File: config.mk
export PLATFORM = sky130hd
export DESIGN_NAME = score_display
export DESIGN_NICKNAME = d
export VERILOG_FILES = /design/src/rtl/score_display.sv
export SDC_FILE = /design/constraint.sdc
export NUM_CORES = 1
export LEC_CHECK = 0
export CELL_PAD_IN_SITES_DETAIL_PLACEMENT = 0
export CELL_PAD_IN_SITES_GLOBAL_PLACEMENT = 1
export CORE_MARGIN = 5
export CORE_UTILIZATION = 48
export DETAILED_ROUTE_END_ITERATION = 10
export HOLD_SLACK_MARGIN = 0.03
export PLACE_DENSITY = 0.88
export SLEW_MARGIN = 5
export SYNTH_ARGS = -nofsm -noshare
export SYNTH_HDL_FRONTEND = slang
export SYNTH_SLANG_ARGS = --single-unit
File: constraint.sdc
create_clock -name clk -period 3.6 [get_ports clk]
set_input_delay 1.08 -clock clk [delete_from_list [all_inputs] [get_ports clk]]
set_output_delay 1.08 -clock clk [all_outputs]
set_load 0.05 [all_outputs]
File: src/rtl/score_display.sv
// Four-digit multiplexed seven-segment driver for two players' BCD scores.
// Each frame it snapshots the digits, scans one digit per slot, and blinks a player's digits after that player's score changes.
module score_display #(
  parameter int REFRESH_DIV  = 100000,
  parameter int BLINK_FRAMES = 64
) (
  input  logic       clk,
  input  logic       reset,
  input  logic [3:0] player1_score_unit,
  input  logic [3:0] player1_score_tens,
  input  logic [3:0] player2_score_unit,
  input  logic [3:0] player2_score_tens,
  output logic [3:0] an,
  output logic [6:0] seg,
  output logic       dp
);

  localparam int PW = (REFRESH_DIV > 1) ? $clog2(REFRESH_DIV) : 1;

  logic [PW-1:0] prescaler_reg;
  logic [1:0]    idx_reg;
  logic [7:0]    frame_reg;
  logic [3:0]    snap_reg [4];
  logic          tick_d_reg;
  logic          tick;
  logic          wrap;
  logic [3:0]    digits [4];
  logic [1:0]    blank;

  // Digit index matches the slot index: 0=P2 units, 1=P2 tens, 2=P1 units, 3=P1 tens.
  assign digits[0] = player2_score_unit;
  assign digits[1] = player2_score_tens;
  assign digits[2] = player1_score_unit;
  assign digits[3] = player1_score_tens;

  assign tick = (prescaler_reg == PW'(REFRESH_DIV - 1));
  assign wrap = tick && (idx_reg == 2'd3);

  always_ff @(posedge clk) begin
    if (reset) begin
      prescaler_reg <= '0;
      idx_reg       <= 2'd3;
      frame_reg     <= 8'd0;
      tick_d_reg    <= 1'b0;
      for (int i = 0; i < 4; i++) snap_reg[i] <= 4'd0;
    end else begin
      prescaler_reg <= tick ? '0 : prescaler_reg + PW'(1);
      tick_d_reg    <= tick;
      if (tick) idx_reg <= idx_reg + 2'd1;
      if (wrap) begin
        frame_reg <= frame_reg + 8'd1;
        for (int i = 0; i < 4; i++) snap_reg[i] <= digits[i];
      end
    end
  end

  genvar gi;
  generate
    for (gi = 0; gi < 2; gi++) begin : g_player
      logic [7:0] blink_reg;
      logic       changed;

      // Compared against the outgoing snapshot, so a change restarts the blink even mid-blink.
      assign changed = {digits[2*gi+1], digits[2*gi]} != {snap_reg[2*gi+1], snap_reg[2*gi]};

      always_ff @(posedge clk) begin
        if (reset) begin
          blink_reg <= 8'd0;
        end else if (wrap) begin
          if (changed)
            blink_reg <= 8'(BLINK_FRAMES);
          else if (blink_reg != 8'd0)
            blink_reg <= blink_reg - 8'd1;
        end
      end

      assign blank[gi] = (blink_reg != 8'd0) && frame_reg[0];
    end
  endgenerate

  function automatic logic [6:0] decode(input logic [3:0] d);
    case (d)
      4'd0:    decode = 7'b1000000;
      4'd1:    decode = 7'b1111001;
      4'd2:    decode = 7'b0100100;
      4'd3:    decode = 7'b0110000;
      4'd4:    decode = 7'b0011001;
      4'd5:    decode = 7'b0010010;
      4'd6:    decode = 7'b0000010;
      4'd7:    decode = 7'b1111000;
      4'd8:    decode = 7'b0000000;
      4'd9:    decode = 7'b0010000;
      default: decode = 7'b0111111;
    endcase
  endfunction

  logic [3:0] cur_digit;
  logic       cur_blank;
  logic [3:0] an_next;
  logic [6:0] seg_next;
  logic       dp_next;

  always_comb begin
    cur_digit = snap_reg[idx_reg];
    cur_blank = blank[idx_reg[1]];
    an_next   = 4'b1111;
    an_next[idx_reg] = 1'b0;
    seg_next  = decode(cur_digit);
    // Odd slots hold tens digits, which suppress a leading zero.
    if (cur_blank || (idx_reg[0] && (cur_digit == 4'd0)))
      seg_next = 7'b1111111;
    dp_next   = !((idx_reg == 2'd2) && !cur_blank);
  end

  // Output stage follows the tick by one cycle; stays blank until the first tick after reset.
  always_ff @(posedge clk) begin
    if (reset) begin
      an  <= 4'b1111;
      seg <= 7'b1111111;
      dp  <= 1'b1;
    end else if (tick_d_reg) begin
      an  <= an_next;
      seg <= seg_next;
      dp  <= dp_next;
    end
  end

endmodule

**Yosys cells after proc, flatten, opt, wreduce, memory -nomap -nowiden**

Memory sizes are Yosys's and may differ from the RTL's. A register that Yosys moved wholly into a read port is not among the register bits.
Cells that the tools add are included.
Widths: inputs -> output; s select.

- Register bits: 56
- Memory bits (writable): 16
- ROM bits: 112
- Bits of input ports: 18
- Output and inout port bits: 12
- Logic and storage cells: 66
- Memories kept: 2

- $add $sub $neg: 5
- Magnitude comparators: 3
- Equality and inequality tests: 5
- Multiplexer cells: 20
- Bitwise operators: 5
- Reductions and logical operators: 17

Memory list:

| name | words | width | read ports | clocked after memory_dff | wr ports | line | text |
|---|---|---|---|---|---|---|---|
| (name not given) | 16 | 7 | 1 | 0 | 0 | 82 | `case (d)` |
| snap_reg | 4 | 4 | 5 | 1 | 4 | 23 | `logic [3:0] snap_reg [4];` |

Operators with widths:

| cell | count |
|---|---|
| $mux 8 | 4 |
| $add 17x1->17 const B | 1 |
| $eq 17x17->1 const B | 1 |
| $mux 4 | 4 |
| $ne 8x8->1 | 2 |
| $reduce_bool 8->1 | 2 |
| $sub 8x1->8 const B | 2 |
| $add 8x1->8 const B | 1 |
| $mux 1 | 8 |
| $mux 7 | 1 |
| $logic_and 1x1->1 | 6 |
| $eq 2x2->1 const B | 2 |
| $logic_not 4->1 | 1 |
| $mux 2 | 2 |
| $not 4->4 | 1 |
| $or 1x1->1 | 4 |
| $reduce_and 2->1 | 2 |
| $reduce_bool 2->1 | 2 |
| $lt 2x3->1 const B | 1 |
| $add 2x1->2 const B | 1 |
| $demux 1 s2 | 1 |
| $ge 2x1->1 const B | 1 |
| $logic_not 1->1 | 2 |
| $lt 1x2->1 const B | 1 |
| other kinds (2) | 2 |

**Longest topological paths before layout**

- Word-level depth: 7
- Depth in mapped cells: 8
- Depth with buffers taken out: 7

**Least setup slack after synthesis**

No wires, ideal clock.

- Path type: input to register
- Start: in player1_score_unit[3]
- End: reg g_player[1].blink_reg[0]
- Library setup time: 70 ps
- Data arrival time: 2319 ps
- Required time: 3530 ps
- Slack: 1211 ps
- Cell stages on the path: 5
- Buffers on the path: 0
- Cells stage by stage: xor2_1 nor4_1 nand2_1 or4_1 a21oi_1

- Word-level cells in the longest chain between the ends: 3
- Elaborated cells between the ends (all ways): 4
- Classes of those cells: eq/ne: 1; mux: 1; reduce/logical: 2

RTL lines:

| element | line | text |
|---|---|---|
| start, declared | 9 | `input logic [3:0] player1_score_unit,` |
| $ne 8x8->1 * | 64 | `assign changed = {digits[2*gi+1], digits[2*gi]} != {snap_reg[2*gi+1], snap_reg[2*gi]};` |
| $reduce_bool 2->1 (no source line) | -- |  |
| $reduce_and 2->1 (no source line) | -- |  |
| end signal, assigned | 71 | `blink_reg <= 8'(BLINK_FRAMES);` |
| end signal, assigned | 73 | `blink_reg <= blink_reg - 8'd1;` |
| end, declared | 60 | `logic [7:0] blink_reg;` |

Mark *: on every way between the ends. The rest lies on a longest branch, timed or not.
A chain may end at the register's enable or synchronous reset.

**Worst setup path in the final report**

Same ends and word-level chain as after synthesis.

==> flow_metrics.py <==
metrics = {
    "synth": {
        "synthFlopType": "dfxtp_1",
        "syn_nets": 389,
        "ys_ff_latch": 67,
        "synth_edf_count": 16,
        "yosys_warnings": 0,
        "synth.distinct_cells": 51,
        "netlist_instances": 356,
        "synthTopCellsByCount": "51 x dfxtp_1, 29 x nor2_1, 20 x nand2_1",
        "avgSynthCellArea_um2": 9.74,
        "synth_area_mm2": 0.00347,
        "synth_top_area_frac": 0.294,
        "yosysTopAreaCell": "dfxtp_1",
        "yosysMostFrequentCell": "dfxtp_1",
        "async_flop_share": 0,
        "synth-seq-area-share": 0.433,
        "synth_area_leaders": "dfxtp_1 29%, edfxtp_1 14%, ha_1 5.4%, xnor2_1 4.5%, xor2_1 3.8%",
    },
    "clock_tree": {
        "htreeDepth": 3,
        "post_cts_buffers": 0,
        "clockBufferDepth": 2,
        "ctsHoldBuffers": 0,
        "root_buffer": "clkbuf_8",
        "clock-sinks": 67,
        "clkTransAtPathRegs_ns": 0.07,
        "cts_made_buffers": 9,
        "ctsResizeCount": 0,
        "cts_tree": "built",
        "clk_latency_ns": 0.34,
    },
    "floorplan": {
        "core_mm2": 0.00714,
        "io_pins": 30,
        "start_util": 0.486,
        "dieArea_mm2": 0.00903,
        "chipWidth_um": 95.0,
        "die_h_um": 95.0,
        "num_rows": 31,
    },
    "global_route": {
        "grt_pass1_wl_um": 11500,
        "grt_overflow": 0,
        "grt_start_max_net_pins": 27,
        "grt_use_total": 0.165,
        "grt_pass1_vias": 2520,
        "antenna_found_initial": 0,
    },
    "hold_path": {
        "hold_end": "prescaler_reg[0]",
        "whs_path_depth": 1,
        "min_path_type": "reg -> reg",
        "worstHoldStart": "prescaler_reg[0]",
    },
    "cells_and_area": {
        "fillCellCount": 646,
        "final_area_mm2": 0.00401,
        "multi_input_area_mm2": 0.00182,
        "seqCellArea_mm2": 0.00150,
        "largest_reg_flops": 17,
        "antenna_cells": 0,
        "final_layout_size_suffix_gt1_frac": 0.0746,
        "fin_nets": 417,
        "area_growth_pct": 15.6,
    },
    "placed_design": {
        "dp_hpwl_um": 4980,
        "placed_area_mm2": 0.00382,
        "gp_congestion": 0.820,
        "portBuffers": 29,
    },
    "detailed_routing": {
        "first_pass_iters": 4,
        "routed_via_density": 5.33,
        "post_drt_wl_per_cell_um": 14.0,
        "drc": 0,
        "drtIter0Drc": 80,
        "num_vias": 2601,
        "ant_nets": 0,
        "drt_wl_total_um": 6830,
    },
    "setup_path": {
        "critPathMaxFanout": 4,
        "setup.worst_path.start_class": "input pin",
        "r2r_setup_slack_ns": 1.14,
        "cp.required_ns": 3.87,
        "worstPathArrival_ns": 2.99,
        "r2r-start": "prescaler_reg[0]",
        "endpoint_kind": "register",
        "critPathKind": "in -> reg",
        "reg2reg_depth": 5,
        "timing.rr.end": "snap_reg[0][1]",
    },
    "sta": {
        "hold_viol": 0,
        "setup_viol_count_final": 0,
        "finalCritPeriodShare": 0.754,
        "worst_slew_pin_slew_ns": 0.709,
        "rsz0062_at_grt": "no",
        "setup_tns_ns": 0,
        "slew_viol_final": 0,
        "fin_skew_ns": 0.00753,
        "period_minus_slack_ns": 2.71,
        "slew_headroom": 0.523,
        "max_freq_mhz": 368,
    },
    "power": {
        "power.density_mw_per_mm2": 365,
        "ir_drop_mv": 0.302,
        "p_leak_nw": 1.47,
    },
    "outcome": {
        "status": "completed",
    },
    "flow_run": {
        "drv_cap": 0,
    },
}
## power by group
part           internal (mW)  switching [mW]
logic                 0.0380          0.0384
clock network          0.317           0.284
registers              0.777         0.00749
total                   1.13           0.330
## routing by layer
| metal | global-route usage | vias to the layer above | share of wire | wire length (um) |
|---|---|---|---|---|
| met4 | 0.0685 | 0 | 0.013 | 88 |
| li1 | - | 1333 | - | - |
| met3 | 0.0295 | 7 | 0.027 | 187 |
| met5 | 0 | - | 0 | 0 |
| met2 | 0.272 | 34 | 0.48 | 3270 |
| met1 | 0.212 | 1227 | 0.48 | 3280 |
## worst max-delay path: stages
cell and delay (ns):
clkdlybuf4s50_1 0.43, xor2_1 0.16, nor4_1 0.52, nand2_1 0.17
or4_1 0.49, a21oi_1 0.13
## cell families after synthesis
family,Yosys count,synth area share
xor+xnor,33,0.0833
mux,4,0.0260
buf+inv,33,0.0415
compound gates,56,0.104
fa+ha+maj,15,0.0541
simple gates,148,0.259
flops,67,0.433
## how the worst max path moves through the flow
stage / startpoint / slack (ns) / endpoint
2_1_floorplan: player1_score_unit[3] / 1.21 / g_player[1].blink_reg[0]
3_3_place_gp: player1_score_unit[3] / 0.61 / g_player[1].blink_reg[0]
3_5_place_dp: player1_score_unit[3] / 0.54 / g_player[1].blink_reg[0]
4_1_cts: player1_score_unit[3] / 0.92 / g_player[1].blink_reg[0]
5_1_grt: player1_score_unit[3] / 0.80 / g_player[1].blink_reg[0]
6_report: player1_score_unit[3] / 0.89 / g_player[1].blink_reg[0]
## cell type report
class / instances / share of cell area
multi-input cells: 256 / 0.455
flip-flops and latches: 67 / 0.374
repair buffers: 31 / 0.0761
clock buffers: 11 / 0.0328
well taps: 99 / 0.0309
inverters: 19 / 0.0178
clock inverters: 5 / 0.0134
## through the flow
stage / worst slack [ns] / power, mW / instances / utilization / hold slack [ns]
global placement: 0.614 / 0.877 / 472 / 0.536 / 0.427
CTS: 0.917 / 1.48 / 488 / 0.562 / 0.466
global route: 0.804 / 1.52 / 488 / 0.562 / 0.485
detailed placement: 0.540 / 0.878 / 472 / 0.536 / 0.451
finish: 0.885 / 1.46 / 488 / 0.562 / 0.459
floorplan: 1.21 / 0.843 / 356 / - / 0.417
## cells in the final DEF, fill, tap and decap left out, types with 8 or more instances in the layout
| cell type | instances |
|---|---|
| and3_1 | 11 |
| nand4_1 | 11 |
| and2_1 | 13 |
| o21ai_0 | 8 |
| inv_1 | 19 |
| ha_1 | 15 |
| xnor2_1 | 18 |
| edfxtp_1 | 16 |
| nand2_1 | 20 |
| clkbuf_8 | 9 |
| nor2_1 | 29 |
| xor2_1 | 15 |
| clkdlybuf4s50_1 | 29 |
| dfxtp_1 | 51 |
| a21oi_1 | 19 |
| nand3_1 | 8 |
| or4_1 | 9 |
No activity file was read; power rests on OpenSTA's default activity.
